## config.mk

```make
export PLATFORM = sky130hd
export DESIGN_NAME = sw_hex_counter_flat
export DESIGN_NICKNAME = d
export VERILOG_FILES = /design/src/rtl/sw_hex_counter_if.sv /design/src/rtl/sw_hex_counter.sv /design/src/flat_wrapper.sv
export SDC_FILE = /design/constraint.sdc
export NUM_CORES = 1
export LEC_CHECK = 0
export CAP_MARGIN = 5
export CORE_MARGIN = 2
export CORE_UTILIZATION = 30
export DETAILED_ROUTE_END_ITERATION = 10
export SLEW_MARGIN = 25
export SYNTH_ARGS = -nofsm -noshare
export SYNTH_HDL_FRONTEND = slang
export SYNTH_SLANG_ARGS = --single-unit
```

## constraint.sdc

```tcl
create_clock -name CLOCK_50 -period 4.4 [get_ports CLOCK_50]
set_input_delay 0.88 -clock CLOCK_50 [delete_from_list [all_inputs] [get_ports CLOCK_50]]
set_output_delay 0.88 -clock CLOCK_50 [all_outputs]
set_load 0.02 [all_outputs]
```

## src/rtl/sw_hex_counter_if.sv

```systemverilog
// Control, switch and display signals of one sw_hex_counter instance.
// Board-side logic drives through master; the counter is the slave.
interface sw_hex_counter_if #(
  parameter int N_DIGITS = 6
);
  logic                  enable;
  logic                  up;
  logic                  dec_mode;
  logic                  load;
  logic [4*N_DIGITS-1:0] load_value;
  logic                  blank_lz;
  logic [4*N_DIGITS-1:0] count;
  logic                  wrap;
  logic [7*N_DIGITS-1:0] HEX;

  modport master (
    output enable, up, dec_mode, load, load_value, blank_lz,
    input  count, wrap, HEX
  );

  modport slave (
    input  enable, up, dec_mode, load, load_value, blank_lz,
    output count, wrap, HEX
  );
endinterface

```

## src/rtl/sw_hex_counter.sv

```systemverilog
// Prescaled N-digit hex/BCD up/down counter with parallel load driving active-low HEX displays.
// count/wrap update at the tick/load edge, HEX one cycle later; no backpressure, enable only pauses.
module sw_hex_counter #(
  parameter int N_DIGITS = 6,
  parameter int CLK_HZ   = 50000000,
  parameter int TICK_HZ  = 10
) (
  input  logic             CLOCK_50,
  input  logic             reset,
  sw_hex_counter_if.slave  bus
);

  localparam int PRESCALE = CLK_HZ / TICK_HZ;
  localparam int PW       = (PRESCALE > 1) ? $clog2(PRESCALE) : 1;
  localparam int CW       = 4 * N_DIGITS;
  localparam int HW       = 7 * N_DIGITS;

  if (N_DIGITS < 1 || N_DIGITS > 6) begin : g_bad_digits
    $error("sw_hex_counter: N_DIGITS must be 1..6");
  end
  if (PRESCALE < 1) begin : g_bad_prescale
    $error("sw_hex_counter: CLK_HZ/TICK_HZ must be >= 1");
  end

  localparam logic [PW-1:0] PRESC_LAST = PW'(PRESCALE - 1);
  localparam logic [6:0]    SEG_BLANK  = 7'h7F;
  localparam logic [6:0]    SEG_ZERO   = 7'h40;

  logic [PW-1:0] presc_q, presc_d;
  logic          load_q;
  logic [CW-1:0] count_q, count_d;
  logic          wrap_q, wrap_d;
  logic [HW-1:0] hex_q, hex_d;

  logic          tick;
  logic          load_pulse;
  logic [CW-1:0] count_clean;
  logic [CW:0]   stepped;

  function automatic logic [3:0] clamp9(input logic [3:0] n);
    return (n > 4'd9) ? 4'd9 : n;
  endfunction

  function automatic logic [CW-1:0] sanitise(input logic [CW-1:0] v);
    logic [CW-1:0] r;
    r = '0;
    for (int i = 0; i < N_DIGITS; i++) begin
      r[4*i +: 4] = clamp9(v[4*i +: 4]);
    end
    return r;
  endfunction

  // Ripple carry/borrow across digits; the MSB of the result is the wrap flag.
  function automatic logic [CW:0] step(input logic [CW-1:0] v,
                                       input logic up_dir,
                                       input logic dec);
    logic [CW-1:0] r;
    logic [3:0]    dmax;
    logic [3:0]    d;
    logic          c;
    r    = v;
    dmax = dec ? 4'd9 : 4'hF;
    c    = 1'b1;
    for (int i = 0; i < N_DIGITS; i++) begin
      d = v[4*i +: 4];
      if (c) begin
        if (up_dir) begin
          if (d == dmax) begin
            d = 4'd0;
          end else begin
            d = d + 4'd1;
            c = 1'b0;
          end
        end else begin
          if (d == 4'd0) begin
            d = dmax;
          end else begin
            d = d - 4'd1;
            c = 1'b0;
          end
        end
      end
      r[4*i +: 4] = d;
    end
    return {c, r};
  endfunction

  function automatic logic [6:0] seg7(input logic [3:0] n);
    logic [6:0] s;
    case (n)
      4'h0: s = 7'h40;
      4'h1: s = 7'h79;
      4'h2: s = 7'h24;
      4'h3: s = 7'h30;
      4'h4: s = 7'h19;
      4'h5: s = 7'h12;
      4'h6: s = 7'h02;
      4'h7: s = 7'h78;
      4'h8: s = 7'h00;
      4'h9: s = 7'h10;
      4'hA: s = 7'h08;
      4'hB: s = 7'h03;
      4'hC: s = 7'h46;
      4'hD: s = 7'h21;
      4'hE: s = 7'h06;
      default: s = 7'h0E;
    endcase
    return s;
  endfunction

  // Scan from the top digit; blank until the first nonzero, never blank digit 0.
  function automatic logic [HW-1:0] render(input logic [CW-1:0] v, input logic blank);
    logic [HW-1:0] r;
    logic          seen;
    r    = '0;
    seen = 1'b0;
    for (int i = N_DIGITS - 1; i >= 0; i--) begin
      if (v[4*i +: 4] != 4'd0) seen = 1'b1;
      if (blank && !seen && i != 0) begin
        r[7*i +: 7] = SEG_BLANK;
      end else begin
        r[7*i +: 7] = seg7(v[4*i +: 4]);
      end
    end
    return r;
  endfunction

  assign tick       = bus.enable && (presc_q == PRESC_LAST);
  assign load_pulse = bus.load && !load_q;

  assign count_clean = bus.dec_mode ? sanitise(count_q) : count_q;
  assign stepped     = step(count_clean, bus.up, bus.dec_mode);

  always_comb begin
    presc_d = presc_q;
    count_d = count_clean;
    wrap_d  = 1'b0;
    if (load_pulse) begin
      presc_d = '0;
      count_d = bus.dec_mode ? sanitise(bus.load_value) : bus.load_value;
    end else begin
      if (bus.enable) begin
        presc_d = tick ? '0 : presc_q + PW'(1);
      end
      if (tick) begin
        count_d = stepped[CW-1:0];
        wrap_d  = stepped[CW];
      end
    end
  end

  assign hex_d = render(count_q, bus.blank_lz);

  always_ff @(posedge CLOCK_50) begin
    if (reset) begin
      presc_q <= '0;
      load_q  <= 1'b0;
      count_q <= '0;
      wrap_q  <= 1'b0;
      hex_q   <= {N_DIGITS{SEG_ZERO}};
    end else begin
      presc_q <= presc_d;
      load_q  <= bus.load;
      count_q <= count_d;
      wrap_q  <= wrap_d;
      hex_q   <= hex_d;
    end
  end

  assign bus.count = count_q;
  assign bus.wrap  = wrap_q;
  assign bus.HEX   = hex_q;

endmodule

```

## src/flat_wrapper.sv

```systemverilog
// flat-port wrapper written by rule: the top's interface ports become plain ports
module sw_hex_counter_flat 
#(
  parameter int N_DIGITS = 6,
  parameter int CLK_HZ   = 50000000,
  parameter int TICK_HZ  = 10
)
  (CLOCK_50, reset, bus_enable, bus_up, bus_dec_mode, bus_load, bus_load_value, bus_blank_lz, bus_count, bus_wrap, bus_HEX);
  sw_hex_counter_if #(.N_DIGITS(N_DIGITS)) bus_i ();
  input  logic CLOCK_50;
  input  logic reset;
  input wire logic [$bits(bus_i.enable)-1:0] bus_enable;
  input wire logic [$bits(bus_i.up)-1:0] bus_up;
  input wire logic [$bits(bus_i.dec_mode)-1:0] bus_dec_mode;
  input wire logic [$bits(bus_i.load)-1:0] bus_load;
  input wire logic [$bits(bus_i.load_value)-1:0] bus_load_value;
  input wire logic [$bits(bus_i.blank_lz)-1:0] bus_blank_lz;
  output wire logic [$bits(bus_i.count)-1:0] bus_count;
  output wire logic [$bits(bus_i.wrap)-1:0] bus_wrap;
  output wire logic [$bits(bus_i.HEX)-1:0] bus_HEX;
  assign bus_i.enable = bus_enable;
  assign bus_i.up = bus_up;
  assign bus_i.dec_mode = bus_dec_mode;
  assign bus_i.load = bus_load;
  assign bus_i.load_value = bus_load_value;
  assign bus_i.blank_lz = bus_blank_lz;
  assign bus_count = bus_i.count;
  assign bus_wrap = bus_i.wrap;
  assign bus_HEX = bus_i.HEX;
  sw_hex_counter #(.N_DIGITS(N_DIGITS), .CLK_HZ(CLK_HZ), .TICK_HZ(TICK_HZ)) u_core (.CLOCK_50(CLOCK_50), .reset(reset), .bus(bus_i));
endmodule
```

; ---- Yosys cells after proc, flatten, opt, wreduce, memory -nomap -nowiden
; Memories as Yosys holds them, arrays and structs flattened. A register that Yosys moved wholly into a read port is not among the register bits.
; Cells that the tools add are included.
[totals]
reg_bits = 91
rom_bits = 672
inputBits = 31
output_inout_bits = 67
wordCells = 159
mem_count = 6
[op_classes]
addsub = 13
magnitude_cmp = 12
eq_ne = 7
n_mux = 78
bitwise = 2
n_reduce_logical = 31
[mem_list]
columns = memory, words, width, read_ports, rd_clocked_by_memory_dff, wr, line_no
row1 = (name not given), 16, 7, 1, 1, 0, sw_hex_counter.sv:90  ; case (n)
row2 = (name not given), 16, 7, 1, 1, 0, sw_hex_counter.sv:90
row3 = (name not given), 16, 7, 1, 1, 0, sw_hex_counter.sv:90
row4 = (name not given), 16, 7, 1, 1, 0, sw_hex_counter.sv:90
row5 = (name not given), 16, 7, 1, 1, 0, sw_hex_counter.sv:90
row6 = (name not given), 16, 7, 1, 1, 0, sw_hex_counter.sv:90
[ops]
columns = operator, n
row1 = $mux W4, 40
row2 = $mux W24, 4
row3 = $gt A4 B4 Y1 const B, 12
row4 = $mux W6, 5
row5 = $mux W1, 27
row6 = $add A4 B1 Y4 const B, 6
row7 = $eq A4 B4 Y1, 6
row8 = $logic_not A4 Y1, 6
row9 = $sub A4 B1 Y4 const B, 6
row10 = $add A23 B1 Y23 const B, 1
row11 = $eq A23 B23 Y1 const B, 1
row12 = $mux W23, 1
row13 = $reduce_bool A4 Y1, 5
row14 = $reduce_or A2 Y1, 6
row15 = $logic_and A1 B1 Y1, 7
row16 = $logic_not A1 Y1, 6
row17 = $reduce_or A4 Y1, 1
row18 = $mux W3, 1
row19 = $not A1 Y1, 2

; ---- Logic depth before layout (Yosys ltp)
[depth]
word_depth = 14
ltp_mapped = 18
mapped_depth_nobuf = 18

; ---- Worst setup path before layout
; Ideal clock, no wire load.
[synth_path]
path_kind = in2reg
from = input bus_dec_mode
to = register with a tool-made name
setup_time_ns = 0.123
arrival_time_ns = 4.316
t_required_ns = 4.277
slack_ns = -0.039
path_stages = 16
n_path_buf = 2
path_cell_list = clkbuf_1 -> buf_1 -> nand2_1 -> nand2_1 -> ha_1 -> or3b_1 -> or3_1 -> o21ai_1 -> nand3_2 -> mux2_4 -> a211oi_4 -> inv_2 -> ha_1 -> mux2_2 -> nor2_1 -> a31oi_1
[synth_rtl]
columns = item, line_no
row1 = from (decl), flat_wrapper.sv:14  ; input wire logic [$bits(bus_i.dec_mode)-1:0] bus_dec_mode;

==> results.md <==
- Status: finished, final reports clean
- Distinct cells, synth: ~90
- TritonCTS Buffers: 17
- Routed via count: around 6.7k
- WP data arrival: 4.38 ns
- Sequential cell area: between 2000 and 3000 µm²
- Ys flop type: dfxtp_1
- Cell count after synthesis: 870
- DRT Pass-1 Iters: 5
- Core area: between 20000 and 25000 µm²
- Die footprint: ~25000 µm²
- FFs w/ async S/R, synth: 0
- IO Pins: approximately 100
- Lkg Pwr: roughly 3.8 nW
- Area leader, netlist: dfxtp_1
- Hold Path Class: reg -> reg
- IO Port Bufs: just under 100
- Syn Nets: roughly 950
- Worst-path clk slew: roughly 0.06 ns
- RSZ-0062 raised after global routing: no
- Worst reg2reg path depth: 14
- Fmax: 0.246 GHz
- Area growth, synth to finish: 33.3%
- Final wirelength: 19700 µm
- Initial Util: 0.306
- Synth top area share: 0.350
- DP Wirelength: approximately 15000 µm
- Worst hold stages: 1
- Max Root-Sink Buffers: 2
- DRC viols: 0
- Final GP Congestion: around 0.87
- Maximum vdd drop: 193 µV
- Final clock skew: 0.0118 ns
- Post-synth EDFFs: 0
- First-iteration detailed-routing DRC count: 444
- Min cycle time layout: between 4 and 5 ns
- Wire length per cell: 14.6 µm
- Routed Antenna Nets: 0
- Final hold vios: 0
- CP Class: in -> reg
- Ant diodes: 0
- CTS tree: yes
- Core Rows: 56
- Layout cell share with drive strength beyond 1: 0.145
- Worst skew pair latency: 0.43 ns
- H-tree Lvls: 4
- Die Width: 159 µm
- First-pass GRT wire length: roughly 32000 µm
- Final Util: 0.408
- Root Driver: clkbuf_16
- Synth cell count leaders: dfxtp_1, nor2_1, nand2_1
- GRT Util Overall: 0.157
- Min Hold Slack: ~0.41 ns
- Total grt overflow: 0
- Setup-failing EPs final: 0
- Synth Cell Area: 7210 µm²
- Worst Max-Slew Pin Slew: between 0.7 and 0.8 ns
- Cts hold-fix bufs: 0
- Period utilization: 0.924
- Pin count of the biggest net entering global routing: 39
- Via density: about 5
- Die Height: between 150 and 200 µm
- Initial antenna violation count: 0
- Slew headroom: 0.484
- Warnings from Yosys: 0
- Seq/Total Area, Yosys: 0.350
- Max cap viols: 0
- Mean post-synth cell area: slightly above 8 µm²
- Number of clock sinks: ~130
- Synth area leaders: dfxtp_1, ha_1, nor2_1
- Startpoint Class: input pin
- Via count of the first global-routing pass: roughly 6.3k
- Max FO, Critical Path: 14
- FF+latch count, synth: about 130
- Final Slew Violations: 0
- Area occupied by multi-input gates: approximately 4300 µm²
- Filler Cells Inserted: between 2k and 2.5k
- Crit. End Element: register
- Nets: between 1k and 1.5k
- CP required: 4.71 ns
- Pwr Density: between 300 and 400 nW/µm²
- Power after layout: between 0.003 and 0.004 W
## placed cells by master, fill, tap and decap left out, types with 13 or more instances in the layout
cell             count
nor2_1             126
buf_4               78
clkdlybuf4s50_1     96
xor2_1              17
nand2b_1            13
ha_1                46
o21ai_0             23
a21oi_1             52
clkbuf_16           17
mux2i_1             32
nand2_1             70
dfxtp_1            126
inv_1               56
nor3_1              13
nand3_1             27
## repair_timing
item | CTS | global route
gates resized for setup | 0 | 1
setup buffers | 0 | 0
endpoints found under the setup margin | 0 | 1
## layer usage
layer	up-vias	global-route usage	wire, µm
li1	3371	-	-
met1	3131	0.200	9290
met2	128	0.260	9280
met3	23	0.0346	763
met4	0	0.0574	370
met5	-	0	0
## cell type report
cell class | instances | share of cell area
Sequential cell | 126 | 0.262
Clock inverter | 14 | 0.0193
Timing Repair Buffer | 177 | 0.166
Clock buffer | 18 | 0.0447
Tap cell | 319 | 0.0415
Multi-Input combinational cell | 636 | 0.442
Inverter | 60 | 0.0240
## cells by family after synthesis
kind of cell / Yosys count / synth area share
AOI/OAI and AO/OA: 202 / 0.199
and+or+nand+nor: 319 / 0.215
xor gates and xnor gates: 26 / 0.0316
adders and majority gates: 46 / 0.0798
muxes: 43 / 0.0637
buffers and inverters: 108 / 0.0606
DFF: 126 / 0.350
## final timing paths
| path | slack (ns) | endpoint | startpoint |
|---|---|---|---|
| max | 0.33 | register | bus_dec_mode |
| min | 0.41 | u_core.bus.HEX[13] | register |
| max reg2reg | 0.70 | register | u_core.bus.count[0] |
| min reg2reg | 0.41 | u_core.bus.HEX[13] | register |
## power breakdown
group	switching [W]	leakage (nW)	internal (W)	total (W)
Clock	0.000571	0.296	0.000902	0.00147
Sequential	0.0000519	1.03	0.00123	0.00128
Combinational	0.000380	2.50	0.000334	0.000714
## worst max-delay path, cell delays in order
cell,delay (ns)
clkdlybuf4s50_1,0.45
buf_12,0.17
o211ai_1,0.11
nand2b_1,0.10
inv_1,0.06
ha_1,0.15
or4b_1,0.46
o211a_1,0.20
nor2_1,0.19
and4b_1,0.33
mux2i_1,0.27
a32o_1,0.25
inv_1,0.12
ha_1,0.29
a221o_1,0.33
## per-stage QoR
stage	setup WS, ns	area [µm²]	TNS (ns)	instances
final	0.333	9610	0	1350
after global routing	0.0802	9610	0	1350
after CTS	0.350	9610	0	1350
after detailed placement	-0.0777	8990	-0.165	1318
after global placement	-0.00122	8990	-0.00122	1318
after floorplan	0.0649	7210	0	870
(Power assumes the default switching activity.)
